File: src/rtl/uart_rx_core_p.sv
// Oversampled UART receive core: 2-flop line synchroniser, majority-voted bit
// sampling, configurable 5..DATA_W data bits, parity, 1/2 stop bits, break and timeout.
module uart_rx_core_p #(
    parameter int OVS        = 16,
    parameter int DATA_W     = 9,
    parameter int TOUT_CHARS = 4
) (
    input  logic              clk,
    input  logic              wb_rst_i,
    input  logic              enable,
    input  logic              srx_pad_i,
    input  logic [3:0]        cfg_bits,
    input  logic              cfg_pe,
    input  logic              cfg_ep,
    input  logic              cfg_sp,
    input  logic              cfg_stop2,
    input  logic              fifo_pop,
    input  logic              fifo_empty,
    output logic [DATA_W-1:0] rx_data,
    output logic              rx_perr,
    output logic              rx_ferr,
    output logic              rx_brk,
    output logic              rx_push,
    output logic              rx_busy,
    output logic              tout_o
);

    localparam int TICK_W   = $clog2(OVS);
    localparam int TOUT_LEN = TOUT_CHARS * OVS * 12;
    localparam int TOUT_W   = $clog2(TOUT_LEN);

    localparam logic [TICK_W-1:0] T_S0  = TICK_W'(OVS / 2 - 1);
    localparam logic [TICK_W-1:0] T_S1  = TICK_W'(OVS / 2);
    localparam logic [TICK_W-1:0] T_DEC = TICK_W'(OVS / 2 + 1);
    localparam logic [TICK_W-1:0] T_END = TICK_W'(OVS - 1);
    localparam logic [TOUT_W-1:0] TOUT_RELOAD = TOUT_W'(TOUT_LEN - 1);

    typedef enum logic [2:0] {
        IDLE,
        START,
        DATA,
        PARITY,
        STOP1,
        STOP2,
        PUSH,
        BRKWAIT
    } state_t;

    state_t              state_q, state_d;
    logic                sync1_q, sync2_q;
    logic [TICK_W-1:0]   tick_q, tick_d;
    logic [3:0]          bit_q, bit_d;
    logic [1:0]          vote_q, vote_d;
    logic [DATA_W-1:0]   shreg_q, shreg_d;
    logic                ones_q, ones_d;
    logic                par_q, par_d;
    logic                ferr_q, ferr_d;
    logic                brk_q, brk_d;
    logic [3:0]          bits_q, bits_d;
    logic                pe_q, pe_d;
    logic                ep_q, ep_d;
    logic                sp_q, sp_d;
    logic                stop2_q, stop2_d;
    logic [DATA_W-1:0]   rx_data_q, rx_data_d;
    logic                rx_perr_q, rx_perr_d;
    logic                rx_ferr_q, rx_ferr_d;
    logic                rx_brk_q, rx_brk_d;
    logic                rx_push_q, rx_push_d;
    logic [TOUT_W-1:0]   tout_q, tout_d;

    logic                rx;
    logic                maj;
    logic                at_s0, at_s1, at_dec, at_end;
    logic [TICK_W-1:0]   tick_inc;
    logic [3:0]          bits_clamped;
    logic                exp_par;
    logic                load;
    logic                ld_ferr;
    logic                ld_brk;

    assign rx       = sync2_q;
    assign maj      = (vote_q[0] & vote_q[1]) | (vote_q[0] & rx) | (vote_q[1] & rx);
    assign at_s0    = (tick_q == T_S0);
    assign at_s1    = (tick_q == T_S1);
    assign at_dec   = (tick_q == T_DEC);
    assign at_end   = (tick_q == T_END);
    assign tick_inc = at_end ? '0 : tick_q + 1'b1;

    // Even parity (ep=1): the parity bit equals the XOR of the data bits.
    // Stick parity forces the constant ~ep. Bits above the length are zero.
    assign exp_par = sp_q ? ~ep_q : ((^shreg_q) ^ ~ep_q);

    always_comb begin
        if (cfg_bits < 4'd5) begin
            bits_clamped = 4'd5;
        end else if (cfg_bits > 4'(DATA_W)) begin
            bits_clamped = 4'(DATA_W);
        end else begin
            bits_clamped = cfg_bits;
        end
    end

    always_comb begin
        state_d = state_q;
        tick_d  = tick_q;
        bit_d   = bit_q;
        vote_d  = vote_q;
        shreg_d = shreg_q;
        ones_d  = ones_q;
        par_d   = par_q;
        ferr_d  = ferr_q;
        brk_d   = brk_q;
        bits_d  = bits_q;
        pe_d    = pe_q;
        ep_d    = ep_q;
        sp_d    = sp_q;
        stop2_d = stop2_q;
        load    = 1'b0;
        ld_ferr = ferr_q;
        ld_brk  = brk_q;

        if (enable) begin
            if (at_s0) vote_d[0] = rx;
            if (at_s1) vote_d[1] = rx;

            unique case (state_q)
                IDLE: begin
                    if (!rx) begin
                        state_d = START;
                        tick_d  = '0;
                        bit_d   = '0;
                        shreg_d = '0;
                        ones_d  = 1'b0;
                        par_d   = 1'b0;
                        ferr_d  = 1'b0;
                        brk_d   = 1'b0;
                        bits_d  = bits_clamped;
                        pe_d    = cfg_pe;
                        ep_d    = cfg_ep;
                        sp_d    = cfg_sp;
                        stop2_d = cfg_stop2;
                    end
                end
                START: begin
                    tick_d = tick_inc;
                    if (at_dec && maj) begin
                        state_d = IDLE;
                    end else if (at_end) begin
                        state_d = DATA;
                        bit_d   = '0;
                    end
                end
                DATA: begin
                    tick_d = tick_inc;
                    if (at_dec) begin
                        for (int unsigned i = 0; i < DATA_W; i++) begin
                            if (bit_q == 4'(i)) shreg_d[i] = maj;
                        end
                        ones_d = ones_q | maj;
                    end
                    if (at_end) begin
                        if (bit_q == bits_q - 4'd1) begin
                            state_d = pe_q ? PARITY : STOP1;
                        end else begin
                            bit_d = bit_q + 4'd1;
                        end
                    end
                end
                PARITY: begin
                    tick_d = tick_inc;
                    if (at_dec) par_d = maj;
                    if (at_end) state_d = STOP1;
                end
                STOP1: begin
                    tick_d = tick_inc;
                    if (at_dec) begin
                        ld_ferr = ~maj;
                        ld_brk  = ~ones_q & ~(pe_q & par_q) & ~maj;
                        ferr_d  = ld_ferr;
                        brk_d   = ld_brk;
                        if (stop2_q) begin
                            state_d = STOP2;
                            bit_d   = '0;
                        end else begin
                            state_d = PUSH;
                            load    = 1'b1;
                        end
                    end
                end
                STOP2: begin
                    // Tick keeps running from the STOP1 decision; bit_q marks the wrap
                    // into the second stop bit so the exit lands on its mid-bit tick.
                    tick_d = tick_inc;
                    if (at_end) bit_d = 4'd1;
                    if (at_dec && bit_q == 4'd1) begin
                        state_d = PUSH;
                        load    = 1'b1;
                    end
                end
                PUSH: begin
                    state_d = brk_q ? BRKWAIT : IDLE;
                end
                BRKWAIT: begin
                    if (rx) state_d = IDLE;
                end
                default: begin
                    state_d = IDLE;
                end
            endcase
        end
    end

    always_comb begin
        rx_push_d = load;
        rx_data_d = rx_data_q;
        rx_perr_d = rx_perr_q;
        rx_ferr_d = rx_ferr_q;
        rx_brk_d  = rx_brk_q;
        if (load) begin
            rx_data_d = ld_brk ? '0 : shreg_q;
            rx_perr_d = pe_q & (par_q ^ exp_par);
            rx_ferr_d = ld_ferr | ld_brk;
            rx_brk_d  = ld_brk;
        end
    end

    always_comb begin
        tout_d = tout_q;
        if (rx_push_q || fifo_pop || fifo_empty) begin
            tout_d = TOUT_RELOAD;
        end else if (enable && tout_q != '0) begin
            tout_d = tout_q - 1'b1;
        end
    end

    always_ff @(posedge clk or posedge wb_rst_i) begin
        if (wb_rst_i) begin
            sync1_q   <= 1'b1;
            sync2_q   <= 1'b1;
            state_q   <= IDLE;
            tick_q    <= '0;
            bit_q     <= '0;
            vote_q    <= '0;
            shreg_q   <= '0;
            ones_q    <= 1'b0;
            par_q     <= 1'b0;
            ferr_q    <= 1'b0;
            brk_q     <= 1'b0;
            bits_q    <= 4'd8;
            pe_q      <= 1'b0;
            ep_q      <= 1'b0;
            sp_q      <= 1'b0;
            stop2_q   <= 1'b0;
            rx_data_q <= '0;
            rx_perr_q <= 1'b0;
            rx_ferr_q <= 1'b0;
            rx_brk_q  <= 1'b0;
            rx_push_q <= 1'b0;
            tout_q    <= TOUT_RELOAD;
        end else begin
            sync1_q   <= srx_pad_i;
            sync2_q   <= sync1_q;
            state_q   <= state_d;
            tick_q    <= tick_d;
            bit_q     <= bit_d;
            vote_q    <= vote_d;
            shreg_q   <= shreg_d;
            ones_q    <= ones_d;
            par_q     <= par_d;
            ferr_q    <= ferr_d;
            brk_q     <= brk_d;
            bits_q    <= bits_d;
            pe_q      <= pe_d;
            ep_q      <= ep_d;
            sp_q      <= sp_d;
            stop2_q   <= stop2_d;
            rx_data_q <= rx_data_d;
            rx_perr_q <= rx_perr_d;
            rx_ferr_q <= rx_ferr_d;
            rx_brk_q  <= rx_brk_d;
            rx_push_q <= rx_push_d;
            tout_q    <= tout_d;
        end
    end

    assign rx_data = rx_data_q;
    assign rx_perr = rx_perr_q;
    assign rx_ferr = rx_ferr_q;
    assign rx_brk  = rx_brk_q;
    assign rx_push = rx_push_q;
    assign rx_busy = (state_q != IDLE);
    assign tout_o  = (tout_q == '0) & ~fifo_empty;

endmodule

File: config.mk
export PLATFORM = sky130hd
export DESIGN_NAME = uart_rx_core_p
export DESIGN_NICKNAME = d
export VERILOG_FILES = /design/src/rtl/uart_rx_core_p.sv
export SDC_FILE = /design/constraint.sdc
export NUM_CORES = 1
export LEC_CHECK = 0
export BUFFER_PORTS_ARGS = -buffer_cell sky130_fd_sc_hd__buf_2
export CORE_MARGIN = 5
export CORE_UTILIZATION = 55
export DETAILED_ROUTE_END_ITERATION = 6
export PLACE_DENSITY = 0.75
export SLEW_MARGIN = 5
export SYNTH_ARGS = -nofsm -noshare
export SYNTH_HDL_FRONTEND = slang
export SYNTH_SLANG_ARGS = --single-unit
export TNS_END_PERCENT = 50
File: constraint.sdc
create_clock -name clk -period 2.76 [get_ports clk]
set_input_delay 0.276 -clock clk [delete_from_list [all_inputs] [get_ports clk]]
set_output_delay 0.276 -clock clk [all_outputs]
set_load 0.02 [all_outputs]
# Word-level counts from Yosys, hierarchy flattened
# Cells that the tools add are included.
dict set report word_totals {
  register_bits 59
  input_bits 14
  output_inout_bits 15
  word_cells 197
}
dict set report classes {
  addsub 4
  n_lt_le_gt_ge 2
  n_eq_ne 44
  muxes 60
  bitwise_logic 20
  reduce_logical 36
}
# cell n
set op_table {}
lappend op_table {{2-bit inequality test (second input constant)} 23}
lappend op_table {{5-bit AND reduction} 9}
lappend op_table {{4-bit 2-to-1 mux} 11}
lappend op_table {{3-bit 2-to-1 mux} 11}
lappend op_table {{9-bit 2-to-1 mux} 3}
lappend op_table {{3-bit case mux with 8 select lines} 1}
lappend op_table {{1-bit 2-to-1 mux} 23}
lappend op_table {{4-bit by 3-bit equality test with 1-bit output (second input constant)} 5}
lappend op_table {{10-bit 2-to-1 mux} 2}
lappend op_table {{4-bit case mux with 5 select lines} 1}
lappend op_table {{9-bit case mux with 2 select lines} 1}
lappend op_table {{4-bit equality test (second input constant)} 4}
lappend op_table {{3-bit equality test (second input constant)} 4}
lappend op_table {{10-bit zero test} 1}
lappend op_table {{1-bit case mux with 2 select lines} 5}
lappend op_table {{10-bit AND reduction} 1}
lappend op_table {{10-bit nonzero test} 1}
lappend op_table {{2-bit nonzero test} 5}
lappend op_table {{10-bit by 1-bit subtractor with 10-bit output (second input constant)} 1}
lappend op_table {{3-bit AND reduction} 3}
lappend op_table {{9-bit AND reduction} 1}
lappend op_table {{9-bit XOR reduction} 1}
lappend op_table {{4-bit by 1-bit adder with 4-bit output (second input constant)} 2}
lappend op_table {{1-bit AND} 8}
lappend op_table {{23 further kinds} 39}

# Longest topological paths before layout
dict set report depth {
  ltp_word 9
  mapped_depth 7
  depth_no_buf 7
}

# Least setup slack after synthesis
# No wires, ideal clock.
dict set report synth_path {
  path_type {reg-to-reg}
  from {register bit_q[1]}
  to {register state_q[1]}
  setup_ps 125
  t_arrival_ps 1912
  required_ps 2635
  path_slack_ps 723
  stages_incl_launch_ff 8
  n_path_buf 0
  synth_period_minus_slack_ps 2037
  path_cell_list {dfrtp_1 > inv_1 > ha_1 > or3b_2 > a21oi_1 > o221a_2 > nand3_1 > mux2_2}
}
dict set report synth_between {
  elab_chain_len 4
  word_cells_on_any_way 6
  classes_between {4 x eq/ne; 2 x reduce/logical}
}
# element line
set synth_lines {}
lappend synth_lines {{start: declaration} 52} ;# logic [3:0] bit_q, bit_d;
lappend synth_lines {{start signal: assignment} 265} ;# bit_q <= bit_d;
lappend synth_lines {{4-bit by 1-bit equality test with 1-bit output} 195} ;# if (at_dec && bit_q == 4'd1) begin
lappend synth_lines {{1-bit logical AND} 195}
lappend synth_lines {{2-bit inequality test (no line)} --}
lappend synth_lines {{9-bit AND reduction (no line) (*)} --}
lappend synth_lines {{end signal: assignment} 263} ;# state_q <= state_d;
lappend synth_lines {{end: declaration} 49} ;# state_t state_q, state_d;
# Mark *: on every way between the ends. The rest lies on a longest branch, timed or not.
# A chain may end at the register's enable or synchronous reset.

# Final worst setup path
dict set report layout_path {
  from {register state_q[1]}
  to {register rx_perr_q (netlist: rx_perr)}
}
dict set report layout_between {
  elab_chain_len 3
  word_cells_on_any_way 4
  classes_between {2 x eq/ne; 2 x mux}
}
# element line
set layout_lines {}
lappend layout_lines {{3-bit equality test} 126} ;# unique case (state_q)
lappend layout_lines {{1-bit case mux with 2 select lines (*)} 126}
lappend layout_lines {{1-bit 2-to-1 mux (*)} 122} ;# if (enable) begin
lappend layout_lines {{end signal: assignment} 278} ;# rx_perr_q <= rx_perr_d;
lappend layout_lines {{end: declaration} 65} ;# logic rx_perr_q, rx_perr_d;
# Marks and branches as above.

==> run summary <==
status: completed
Clock Latency Late Sink: 0.34 ns
unrepaired setup endpoints after global routing: false
maximum vdd drop: 0.000609 V
Post-Synthesis Cells: 333
Finished Layout Cells: 443
WS Path Type: reg -> reg
Post-CTS Hold Buffers: 0
Synth Flop Type: dfrtp_1
vias in the first global route: 2601
PwrDens: 880 mW/mm^2
Synth top area share: 0.366
antenna cells: 0
Pwr Total: 3.24 mW
Synth-to-Final Area Change: 14.6%
cell taking the most area after synthesis: dfrtp_1
die area: 0.00747 sq mm
Mapped Area: 0.00321 sq mm
final hold viol count: 0
Inst Count DP: 427
Comb power frac: 0.318
fin. max-slew vios: 0
DRT Pass-1 Iters: 4
number of CTS-inserted buffers: 9
CP Launch Type: flip-flop
largest net degree at the start of global routing: 34
first-pass GRT wire length: 11.7 mm
CP required: 3.04 ns
dpl hpwl: 4.89 mm
Final #Nets: 389
sequential element share of the synthesized area: 0.464
Die Span Y: 86.4 um
Post-CTS Resized: 0
initial antenna violation count: 0
gr usage total: 0.195
WL per Instance: 14.7 um
critical path's slowest cell: or4b_1
Synth Warn #: 0
deepest level of the CTS H-tree: 3
total placed instance area: 0.00344 sq mm
share of power burned in registers: 0.387
Post-synth EDFFs: 0
FFs w/ async S/R, synth: 1.00
WL final: 6.49 mm
clock sinks: 59
Lkg Pwr: 1.73 nW
core area: 0.00561 sq mm
GRT overflow: 0
Syn Area/Cell: 9.65 sq um
Slew @ Worst Pin: 0.999 ns
R2R setup slack: 0.46 ns
Post-CTS Setup Inserts: 0
Port-buffer cells: 28
CTS tree: built
Filler Cell Count: 486
Clk pwr share: 0.294
P_int: 2.08 mW
Switching Power: 1.16 mW
Setup Viol. Count Final: 0
CP Cell Sequence: nor4b_2, a31oi_1, or4b_1, buf_4, nor4b_1, a211o_1
WP data arrival: 2.57 ns
design area: 0.00368 sq mm
crit path max fanout: 19
CTS clock-pin slew for the worst setup and hold paths: 0.07 ns
synth top area cells: dfrtp_1 37%, dfstp_2 9.8%, nand2_1 5.4%
CTS max path bufs: 2
vias per cell: 5.82
# IOs: 29
slowest cell delay on critical path: 0.62 ns
crit end category: flip-flop
post-layout util: 0.657
Slew HR: 0.329
total of max-cap violations: 0
Initial Util: 0.573
residual DRC count: 0
switching part of the total power: 0.357
Initial DRC Count: 130
Worst Setup Slack, final: 0.463 ns
Synth cell types: 61
Tmin final: 2.30 ns
ANT nets after route: 0
Post-Route Skew: 0.00777 ns
root buf cell: clkbuf_8
Yosys reg bits: 59
RePlAce Congestion: 0.931
Mapped Nets: 356
Chip Width: 86.4 um
via count: 2579
hold crit path type: in -> async
setup TNS: 0 ns
layout cells sized above 1: 0.199
row cnt: 27
Final period util: 0.832
Hold WS: 0.0279 ns
dpl ws: 0.488 ns
Peak Freq: 435 MHz
==> metal layers <==
| metal | global-route usage | routed length (um) | vias up |
|---|---|---|---|
| met2 | 0.308 | 2930 | 55 |
| met3 | 0.0333 | 289 | 13 |
| met1 | 0.264 | 3160 | 1244 |
| met4 | 0.0836 | 110 | 0 |
| met5 | 0 | 0 | - |
| li1 | - | - | 1267 |
==> cells in the final DEF, fill, tap and decap left out, types with 11 or more instances in the layout <==
| master | instances |
|---|---|
| inv_1 | 22 |
| buf_2 | 28 |
| xnor2_1 | 13 |
| a21oi_1 | 20 |
| dfrtp_1 | 47 |
| a22o_1 | 11 |
| o21ai_0 | 29 |
| nand2_1 | 46 |
| nor2_1 | 12 |
| dfstp_2 | 12 |
==> path summary, 6_finish.rpt <==
path                                        start                endpoint  cells after the start
max in group asynchronous                wb_rst_i   bits_q[3]$_DFFE_PP1P_                      3
setup / recovery           state_q[1]$_DFFE_PP0P_     rx_perr$_DFFE_PP0P_                      6
min in group clk                        srx_pad_i       sync1_q$_DFF_PP1_                      1
hold reg to reg                 sync1_q$_DFF_PP1_            rx$_DFF_PP1_                      0
setup reg to reg           state_q[1]$_DFFE_PP0P_     rx_perr$_DFFE_PP0P_                      6
hold / removal                           wb_rst_i  shreg_q[7]$_DFFE_PP0P_                      2
==> area by class of cell <==
type / count / area (sq um) / share of cell area
timing repair buffer: 34 / 185 / 0.0503
clock buffer: 11 / 141 / 0.0384
sequential: 59 / 1490 / 0.405
multi-input combinational: 239 / 1590 / 0.431
tap: 72 / 90.1 / 0.0245
clock inverter: 5 / 100 / 0.0272
inverter: 23 / 86.3 / 0.0234
==> registers in the layout, indices dropped and copies added (netlist names), 2 cells and up <==
signal / flops
tout_q: 10
bit_q: 4
bits_q: 4
state_q: 3
tick_q: 4
rx_data: 9
vote_q: 2
shreg_q: 9
==> Yosys cell counts (2+ instances only) <==
| master | count |
|---|---|
| dfrtp_1 | 47 |
| nand2_1 | 46 |
| o21ai_0 | 29 |
| inv_1 | 23 |
| a21oi_1 | 20 |
| xnor2_1 | 13 |
| dfstp_2 | 12 |
| nor2_1 | 12 |
| a22o_1 | 11 |
| clkbuf_1 | 10 |
| nand3_1 | 10 |
| ha_1 | 9 |
| nor3_1 | 7 |
| or3_1 | 5 |
| xor2_1 | 5 |
| and3_1 | 4 |
| o211ai_1 | 4 |
| a211oi_1 | 3 |
| a21o_1 | 3 |
| mux2i_1 | 3 |
| nand2b_1 | 3 |
| o21a_1 | 3 |
| a2111oi_0 | 2 |
| a211o_1 | 2 |
| a31oi_1 | 2 |
| and2_1 | 2 |
| buf_2 | 2 |
| mux2_2 | 2 |
| nand4b_1 | 2 |
| nor3b_1 | 2 |
| nor4_1 | 2 |
| nor4b_1 | 2 |
| o41ai_1 | 2 |
| or4_1 | 2 |
==> worst max-delay path: cells and delay by family, from the launching register on <==
| family | cells | cell delay [ns] |
|---|---|---|
| AND/OR/NAND/NOR | 3 | 1.23 |
| flip-flops | 1 | 0.57 |
| buffers and inverters | 1 | 0.23 |
| AO/OA/AOI/OAI | 2 | 0.20 |
==> power by group through the flow <==
stage,sequential [mW],clock (mW),combinational (mW)
5_1_grt,1.29,1.02,1.17
4_1_cts,1.25,0.972,1.04
3_5_place_dp,1.27,0,1.03
3_3_place_gp,1.26,0,1.01
2_1_floorplan,1.15,0,0.890
6_report,1.26,0.953,1.03
==> cells by family after synthesis <==
| logic type | synth area share |
|---|---|
| AND/OR/NAND/NOR | 0.176 |
| AO/OA/AOI/OAI | 0.207 |
| flip-flops | 0.464 |
| buffers and inverters | 0.0417 |
| XOR/XNOR | 0.0561 |
| adder cells (fa/ha/maj) | 0.0381 |
| multiplexers | 0.0163 |
No activity file was read; power rests on OpenSTA's default activity.
